## config.mk

```make
export PLATFORM = sky130hd
export DESIGN_NAME = maxpool_2x2
export DESIGN_NICKNAME = d
export VERILOG_FILES = /design/src/rtl/cnn_pkg.sv /design/src/rtl/pool_line_buf.sv /design/src/rtl/maxpool_2x2.sv
export SDC_FILE = /design/constraint.sdc
export NUM_CORES = 1
export LEC_CHECK = 0
export BUFFER_PORTS_ARGS = -buffer_cell sky130_fd_sc_hd__buf_2
export CAP_MARGIN = 15
export CORE_UTILIZATION = 60
export CTS_BUF_LIST = sky130_fd_sc_hd__clkbuf_4 sky130_fd_sc_hd__clkbuf_8
export CTS_CLUSTER_DIAMETER = 30
export DETAILED_ROUTE_END_ITERATION = 6
export GPL_TIMING_DRIVEN = 0
export PLACE_DENSITY = 0.74
export SETUP_SLACK_MARGIN = 0.1
export SYNTH_ARGS = -nofsm -noshare
export SYNTH_HDL_FRONTEND = slang
export SYNTH_SLANG_ARGS = --single-unit
export TNS_END_PERCENT = 1
```

## constraint.sdc

```tcl
create_clock -name clk -period 9.77 [get_ports clk]
set_input_delay 1.4655 -clock clk [delete_from_list [all_inputs] [get_ports clk]]
set_output_delay 1.4655 -clock clk [all_outputs]
set_load 0.02 [all_outputs]
```

## src/rtl/cnn_pkg.sv

```systemverilog
// Shared CNN datapath types and the requantization helper reused by the layers
// that consume convolution accumulators.
package cnn_pkg;

    localparam int ACC_W = 32;
    localparam int PIX_W = 16;

    typedef logic signed [PIX_W-1:0] pixel_t;

    typedef enum logic {
        EVEN_ROW = 1'b0,
        ODD_ROW  = 1'b1
    } pool_state_t;

    // Arithmetic shift, then clamp into the signed PIX_W range.
    function automatic pixel_t sat_shift(input logic signed [ACC_W-1:0] acc,
                                         input int unsigned shift);
        logic signed [ACC_W-1:0] q;
        logic signed [ACC_W-1:0] hi;
        logic signed [ACC_W-1:0] lo;
        q  = acc >>> shift;
        hi = {{(ACC_W-PIX_W+1){1'b0}}, {(PIX_W-1){1'b1}}};
        lo = {{(ACC_W-PIX_W+1){1'b1}}, {(PIX_W-1){1'b0}}};
        if (q > hi) begin
            sat_shift = hi[PIX_W-1:0];
        end else if (q < lo) begin
            sat_shift = lo[PIX_W-1:0];
        end else begin
            sat_shift = q[PIX_W-1:0];
        end
    endfunction

    function automatic pixel_t pix_max(input pixel_t a, input pixel_t b);
        pix_max = (a > b) ? a : b;
    endfunction

endpackage

```

## src/rtl/pool_line_buf.sv

```systemverilog
// Half-row buffer of horizontal pair maxima: synchronous write, combinational
// read, cleared by reset.
module pool_line_buf #(
    parameter int DEPTH = 14,
    parameter int WIDTH = 16,
    parameter int AW    = (DEPTH > 1) ? $clog2(DEPTH) : 1
) (
    input  logic             clk,
    input  logic             reset,
    input  logic             we,
    input  logic [AW-1:0]    waddr,
    input  logic [WIDTH-1:0] wdata,
    input  logic [AW-1:0]    raddr,
    output logic [WIDTH-1:0] rdata
);

    logic [WIDTH-1:0] mem [DEPTH];

    always_ff @(posedge clk) begin
        if (reset) begin
            for (int i = 0; i < DEPTH; i++) begin
                mem[i] <= '0;
            end
        end else if (we) begin
            mem[waddr] <= wdata;
        end
    end

    assign rdata = mem[raddr];

endmodule

```

## src/rtl/maxpool_2x2.sv

```systemverilog
// Requantize a row-major M x M accumulator stream and 2x2/stride-2 max-pool it.
// Build option: define MAXPOOL_RELU_EN to clamp preprocessed pixels at zero.
module maxpool_2x2 #(
    parameter int          M       = 28,
    parameter int          ACC_W   = cnn_pkg::ACC_W,
    parameter int          PIX_W   = cnn_pkg::PIX_W,
    parameter int unsigned Q_SHIFT = 8
) (
    input  logic                            clk,
    input  logic                            reset,
    input  logic [ACC_W-1:0]                i_pxl,
    input  logic                            i_data_valid,
    output logic [PIX_W-1:0]                o_pxl,
    output logic                            o_data_valid,
    output logic [$clog2((M/2)*(M/2)):0]    o_count,
    output logic                            o_frame_done
);

    import cnn_pkg::*;

    localparam int HALF  = M / 2;
    localparam int OUT_N = HALF * HALF;
    localparam int CW    = (M > 1) ? $clog2(M) : 1;
    localparam int AW    = (HALF > 1) ? $clog2(HALF) : 1;
    localparam int NW    = $clog2(OUT_N) + 1;
    localparam logic [CW-1:0] LAST     = CW'(M - 1);
    localparam logic [NW-1:0] OUT_LAST = NW'(OUT_N - 1);
    localparam bit            ODD_M    = (M % 2) == 1;

    pool_state_t   state;
    pool_state_t   next_state;
    logic [CW-1:0] col;
    logic [CW-1:0] row;
    logic [NW-1:0] out_idx;
    logic [AW-1:0] buf_addr;
    pixel_t        sat;
    pixel_t        pre;
    pixel_t        pair;
    pixel_t        pair_max;
    pixel_t        buf_rd;
    pixel_t        win_max;
    logic          row_end;
    logic          in_window;
    logic          buf_we;
    logic          pair_ld;
    logic          fire;

    assign sat = sat_shift(i_pxl, Q_SHIFT);

`ifdef MAXPOOL_RELU_EN
    assign pre = sat[PIX_W-1] ? '0 : sat;
`else
    assign pre = sat;
`endif

    // With odd M the trailing column and row are consumed but never pooled.
    assign row_end   = (col == LAST);
    assign in_window = !(ODD_M && (col == LAST || row == LAST));
    assign buf_addr  = AW'(col >> 1);
    assign pair_max  = pix_max(pair, pre);
    assign win_max   = pix_max(pair_max, buf_rd);

    pool_line_buf #(
        .DEPTH (HALF),
        .WIDTH (PIX_W),
        .AW    (AW)
    ) u_line_buf (
        .clk   (clk),
        .reset (reset),
        .we    (buf_we),
        .waddr (buf_addr),
        .wdata (pair_max),
        .raddr (buf_addr),
        .rdata (buf_rd)
    );

    always_ff @(posedge clk) begin
        if (reset) begin
            state <= EVEN_ROW;
        end else begin
            state <= next_state;
        end
    end

    // The last row of a frame always returns to EVEN_ROW, even when M is odd.
    always_comb begin
        next_state = state;
        buf_we     = 1'b0;
        pair_ld    = 1'b0;
        fire       = 1'b0;
        if (i_data_valid) begin
            if (in_window) begin
                case (state)
                    EVEN_ROW: begin
                        pair_ld = !col[0];
                        buf_we  = col[0];
                    end
                    ODD_ROW: begin
                        pair_ld = !col[0];
                        fire    = col[0];
                    end
                    default: ;
                endcase
            end
            if (row_end) begin
                next_state = (row == LAST || state == ODD_ROW) ? EVEN_ROW : ODD_ROW;
            end
        end
    end

    always_ff @(posedge clk) begin
        if (reset) begin
            col          <= '0;
            row          <= '0;
            pair         <= '0;
            out_idx      <= '0;
            o_pxl        <= '0;
            o_data_valid <= 1'b0;
            o_count      <= '0;
            o_frame_done <= 1'b0;
        end else begin
            o_data_valid <= 1'b0;
            o_frame_done <= 1'b0;
            if (i_data_valid) begin
                col <= row_end ? '0 : col + CW'(1);
                if (row_end) begin
                    row <= (row == LAST) ? '0 : row + CW'(1);
                end
                if (pair_ld) begin
                    pair <= pre;
                end
                if (fire) begin
                    o_pxl        <= win_max;
                    o_data_valid <= 1'b1;
                    o_count      <= out_idx;
                    o_frame_done <= (out_idx == OUT_LAST);
                    out_idx      <= (out_idx == OUT_LAST) ? '0 : out_idx + NW'(1);
                end
            end
        end
    end

endmodule

```

* Word level (Yosys, flattened, before mapping)
Memory sizes are Yosys's and may differ from the RTL's. A register that Yosys moved wholly into a read port is not among the register bits.
Index checks and enable logic that the tools add are counted.
** Word-level totals
- Memories kept :: 1
- Word-level logic and storage cells :: 54
- Bits in writable memories :: 224
- Input port bits :: 35
- Bits in registers :: 63
- Output and inout bits :: 27
** Operators by class
- Reduce and logical (&&, ||, !) cells :: 8
- $lt $le $gt $ge :: 4
- Bitwise gates (word level) :: 2
- Mux-type cells :: 24
- Equal/unequal tests :: 3
- $add $sub $neg :: 3
** Memories
- u_line_buf.mem :: depth 14, width 16, read ports 1, clocked after Yosys merged registers in 1, write ports 14, RTL line pool_line_buf.sv:17 : logic [WIDTH-1:0] mem [DEPTH];
** Operators with widths (number)
- 16-bit two-way mux :: 5
- 16-bit > comparator :: 2
- 24-bit by 16-bit > comparator with 1-bit output (second input constant) :: 1
- 24-bit by 16-bit < comparator with 1-bit output (second input constant) :: 1
- 16-bit OR reduction :: 1
- 1-bit two-way mux :: 13
- 4-bit two-way mux :: 3
- 5-bit by 1-bit adder with 5-bit output (second input constant) :: 2
- 5-bit == test (second input constant) :: 2
- 5-bit two-way mux :: 2
- 9-bit by 1-bit adder with 9-bit output (second input constant) :: 1
- 9-bit by 8-bit == test with 1-bit output (second input constant) :: 1
- 9-bit two-way mux :: 1
- 2-bit AND reduction :: 3
- 3-bit OR reduction :: 1
- 1-bit NOT :: 2
- 2-bit OR reduction :: 1
- 1-bit zero test :: 1
- 1-bit logical OR :: 1

* Longest topological paths before layout
- Word-level depth :: 7
- Gate-level depth with buffers :: 29
- Mapped depth without buffers :: 24

* Cells and area by module
From an unflattened synthesis, not the netlist that was laid out.
** Unflattened totals
- Cells, all modules :: 1152
- Area total of the unflattened synthesis :: 15110.7 um^2
** By module, submodules not included
- pool_line_buf :: sequential area each 7687.4 um^2, instances 1, area an instance 11305.8 um^2, cells an instance 685
- maxpool_2x2 :: sequential area each 1261.2 um^2, instances 1, area an instance 3804.9 um^2, cells an instance 467

* Least setup slack after synthesis
No wires, ideal clock.
- Path kind :: input -> register
- Start :: in i_pxl[30]
- End :: reg o_pxl[10]
- Data required time :: 9.684 ns
- Buffers on the path :: 4
- Setup time :: 0.086 ns
- Setup slack :: 2.498 ns
- Stages on the path :: 28
- Data arrival time :: 7.186 ns
- Cell sequence :: or4_1 -> nor2_1 -> nor2_1 -> clkbuf_1 -> o21a_1 -> inv_1 -> ha_1 -> a21oi_1 -> o21ai_1 -> a211oi_1 -> o21ai_1 -> nor4_2 -> mux2i_1 -> mux2_2 -> clkbuf_1 -> inv_1 -> ha_1 -> nor2b_1 -> o21ai_0 -> nand2b_1 -> a2111oi_0 -> o31ai_1 -> a21o_1 -> and2_1 -> buf_1 -> clkbuf_1 -> mux2_2 -> a211oi_1
** Between the ends
- Word-level cells in the longest chain between the ends :: 7
- Elaborated cells between the ends (all ways) :: 8
- Classes of those cells :: order compare: 4; mux: 4
** RTL lines
- start: declaration :: RTL line maxpool_2x2.sv:11 : input logic [ACC_W-1:0] i_pxl,
- 24-bit by 16-bit < comparator with 1-bit output :: RTL line cnn_pkg.sv:26 : end else if (q < lo) begin
- 16-bit two-way mux :: RTL line cnn_pkg.sv:26
- 16-bit two-way mux * :: RTL line cnn_pkg.sv:24 : if (q > hi) begin
- 16-bit > comparator :: RTL line cnn_pkg.sv:34 : pix_max = (a > b) ? a : b;
- 16-bit two-way mux * :: RTL line cnn_pkg.sv:34
- named net pair_max[1] :: RTL line maxpool_2x2.sv:39 : pixel_t pair_max;
- 16-bit > comparator * :: RTL line cnn_pkg.sv:34
- 16-bit two-way mux * :: RTL line cnn_pkg.sv:34
- end signal: assignment :: RTL line maxpool_2x2.sv:133 : o_pxl <= win_max;
- end: declaration :: RTL line maxpool_2x2.sv:13 : output logic [PIX_W-1:0] o_pxl,
Mark *: on every way through the listed nets, which the timed path passes. The rest lies on a longest branch.
A chain may end at the register's enable or synchronous reset.

* Worst setup path after layout
- Start :: in i_pxl[30]
- End :: reg o_pxl[13]
The elaborated chain is that of the path after synthesis.

==> results list <==
- Vias per Instance: 6.060
* DRC violation total after the first TritonRoute iteration: 1060
* Final cell count without fillers: around 1700
- Along the worst path, the maximum fanout reaches 10.
- Data arrives at the worst endpoint at 9.02 ns.
- The count of nets left with antenna violations once routing finished came out at 0.
- In this run the horizontal extent of the chip is 158.8 um.
* Worst voltage drop across the vdd grid: 0.0001411 V
* Core area: between 0.02 and 0.025 sq mm
* Fraction of layout cells with a size suffix above 1: a little over a fifth
- The number of clock buffers added by TritonCTS is 66.
- Minimum clock period after layout: 8.555 ns
* IO Port Bufs: 50
- Number of flip-flops and latches in the synthesized netlist: 323
- TritonCTS built the clock tree.
* Synth-to-Final Area Change: 14.58%
- CTS sink count: 323
* Number of hold-slack violations in the final timing report: 0
- After synthesis, the netlist uses 53 different library cells.
- In the synthesized netlist the dominant register cell turns out to be edfxtp_1.
- First-pass DRT Iterations: 5
- Reg2reg path depth: 24
* Kind of capture point of the worst setup path: register
- CP required: 10.24 ns
* XOR/XNOR share of the synthesized area: less than 1%
- CTS built an H-tree with a depth of 3.
* Initial Util: 60.82%
- Post-synthesis mux area share: 14.90%
- I/O pin count: between 60 and 70
- In the synthesized netlist, the number of instances is 1168.
- Root buf cell: clkbuf_8
* Switching pwr: around 860 uW
- Die height: 158.8 um
- Clock-pin transition on the worst setup and hold timing paths: 0.05 ns
* Standard cell with the maximum stage delay on the critical path: mux2i_1
- The number of nets handed over by synthesis was 1236.
* Largest clock skew in the final design: 0.03162 ns
- Entering global routing, the biggest net connects 17 pins.
* HPWL after DPL: approximately 25000 um
- Across all setup checks in the final design, the least slack found is 1.215 ns.
- Leakage: 6.094 nW
* Combinational family with the most area after synthesis: multiplexers
- The congestion estimate from routability-driven global placement came to 0.9326.
- Maximum clock path buffer count: 3
* Total DRC errors in the routed layout: 0
- The number of setup buffers added after CTS is 0.
* Hold WC Path Type: register to register
* Yosys warning total: 0
- Summed over all layers, the routed wires come to 38830 um.
- Detailed-route via count: 10065
- Kind of start point of the critical path: input pin
- Critical path type: input pin to register
- Final routed wire length divided by cell count: 23.37 um
- Adding up every negative setup slack in the final design gives 0 ns.
- Final design utilization: 69.69%
- Post_cts resized: 0
* Die Outline Area: 0.02521 sq mm
- Headroom to the max-slew limit came out at 16.41%.
- After synthesis, the mean cell area works out to between 10 and 15 sq um.
- Layout fillers: 1733
- The synthesized netlist occupies a cell area of 0.01475 sq mm.
- Unrepaired setup endpoints after global routing: no
* Clock insertion delay at the later pin of the skew report: 0.58 ns
- After global routing the overflow that remains totals 0.
- Number of standard-cell rows in the floorplan: 57
- Power per standard cell area: 205.1 mW/mm^2
* Result of the run: complete, no violations
* Final setup violating endpoints: 0
- The first global-routing pass estimated around 60000 um of wire.
* Compound-cell area share of the yosys netlist: 4.675%
- In this run, synthesis inferred 256 flip-flops with an integrated enable.
- Leaving out fill and tap cells, the most frequent cells in the layout are 299 x nor2_1, 256 x edfxtp_1, 71 x clkbuf_8.
* Worst setup slack after placement: 0.8856 ns
- Max Transition Viols Final: 0
- In this design, the stage delay of the slowest critical-path cell is 1.00 ns.
- The internal power of the cells totals 2.606 mW.
* Worst hold stages: 2
- Per report_power, the clock group accounts for 44.9% of the total.
- Number of max-cap violations: 0
* Via count of the first global-routing pass: 10109
* Adder and majority gate portion of the synthesized area: under 10%
- Design Power: 3.466 mW
- Counting flops with an async set or reset pin after synthesis yields a share of 0%.
- Placed cells: 1544
* Initial antenna violation count: 2
- Based on the critical path, the design can be clocked at up to 0.1169 GHz.
- Switching power share of the total: 24.82%
- For this run, the post-layout net count is 1357.
- Leading cell type in the layout, fill and taps excluded: nor2_1
- Registers are responsible for 44.4% of the overall power.
- Period utilization: 87.56%
- Combinational logic is responsible for between 10% and 20% of the overall power.
- Buffers inserted to repair hold after CTS numbered 0.
* Global-route total usage across every layer: 31.68%
- Share of the yosys chip area belonging to registers: 61.22%
- For the pin with the worst max-slew slack, the measured transition is 1.219 ns.
* Synth Area in Simple Gates: 12.54%
==> synthesized netlist by cell type, types with 19 or more instances <==
| cell type | instances | share of area (%) |
|---|---|---|
| nor2_1 | 299 | 7.6 |
| inv_1 | 19 | 0.48 |
| mux2_2 | 30 | 2.3 |
| a21oi_1 | 37 | 1.3 |
| ha_1 | 33 | 2.8 |
| clkbuf_1 | 60 | 1.5 |
| a211oi_1 | 19 | 0.97 |
| nand2_1 | 66 | 1.7 |
| mux2i_1 | 35 | 2.4 |
| mux4_2 | 65 | 9.9 |
| nand2b_1 | 19 | 0.81 |
| edfxtp_1 | 256 | 52 |
| o21ai_0 | 21 | 0.71 |
| dfxtp_1 | 67 | 9.1 |
==> registers in the layout, indices dropped and copies added (netlist names), named ones only <==
| register | flops |
|---|---|
| o_frame_done | 1 |
| o_data_valid | 1 |
| out_idx | 9 |
| pair | 16 |
| row | 5 |
| o_count | 9 |
| o_pxl | 16 |
| state | 1 |
| u_line_buf.mem | 256 |
| col | 5 |
==> worst max-delay path, delay by kind of cell <==
family / cells / cell delay, ns
multiplexers: 2 / 1.40
AND/OR/NAND/NOR: 9 / 1.99
AO/OA/AOI/OAI: 9 / 1.64
adder cells (fa/ha/maj): 2 / 0.45
buffers and inverters: 8 / 2.06
==> stage by stage <==
stage | instance area, sq um | hold WS [ns]
5_1_grt | 16900 | 0.4820
3_5_place_dp | 15430 | 0.4472
4_1_cts | 16890 | 0.4546
6_report | 16900 | 0.4526
3_3_place_gp | 15400 | 0.4403
2_1_floorplan | 14750 | 0.4523
==> path summary, 6_finish.rpt <==
path                            slack, ns  startpoint         end
worst max-delay path                 1.22   i_pxl[30]   o_pxl[13]
worst max register to register       2.94    pair[15]   o_pxl[13]
worst min register to register       0.45  o_count[5]  o_count[5]
worst min-delay path                 0.45  o_count[5]  o_count[5]
==> per-layer routing <==
metal	track usage (%)	up-vias	share of wire (%)
li1	-	4474	-
met3	7.837	111	10
met1	42.19	4960	39
met5	0	-	0
met4	13.37	0	3.8
met2	49.92	520	47
==> final cells by class <==
type / instances / area (sq um) / area share, %
flip-flops and latches: 323 / 9029 / 53.43
repair buffers: 53 / 280.3 / 1.659
well taps: 324 / 405.4 / 2.399
inverters: 35 / 131.4 / 0.7774
diodes: 1 / 2.502 / 0.01481
clock inverters: 33 / 399.1 / 2.362
plain buffers: 81 / 325.3 / 1.925
clock buffers: 82 / 1060 / 6.271
multi-input cells: 729 / 5266 / 31.16
==> kinds of logic (layout without fill, tap and decap cells) <==
group,after synthesis,in the layout
AO/OA/AOI/OAI,108,108
XOR/XNOR,13,13
adder cells (fa/ha/maj),33,33
buffers and inverters,116,284
flip-flops,323,323
multiplexers,134,134
other,0,1
AND/OR/NAND/NOR,441,441
==> power groups by stage <==
stage               sequential [mW]  combinational (mW)  clock, mW
finish                         1.54               0.374       1.55
global route                   1.54               0.396       1.63
CTS                            1.54               0.366       1.56
detailed placement             1.57               0.362          0
global placement               1.56               0.355          0
floorplan                      1.56               0.238          0
(Power assumes the default switching activity.)
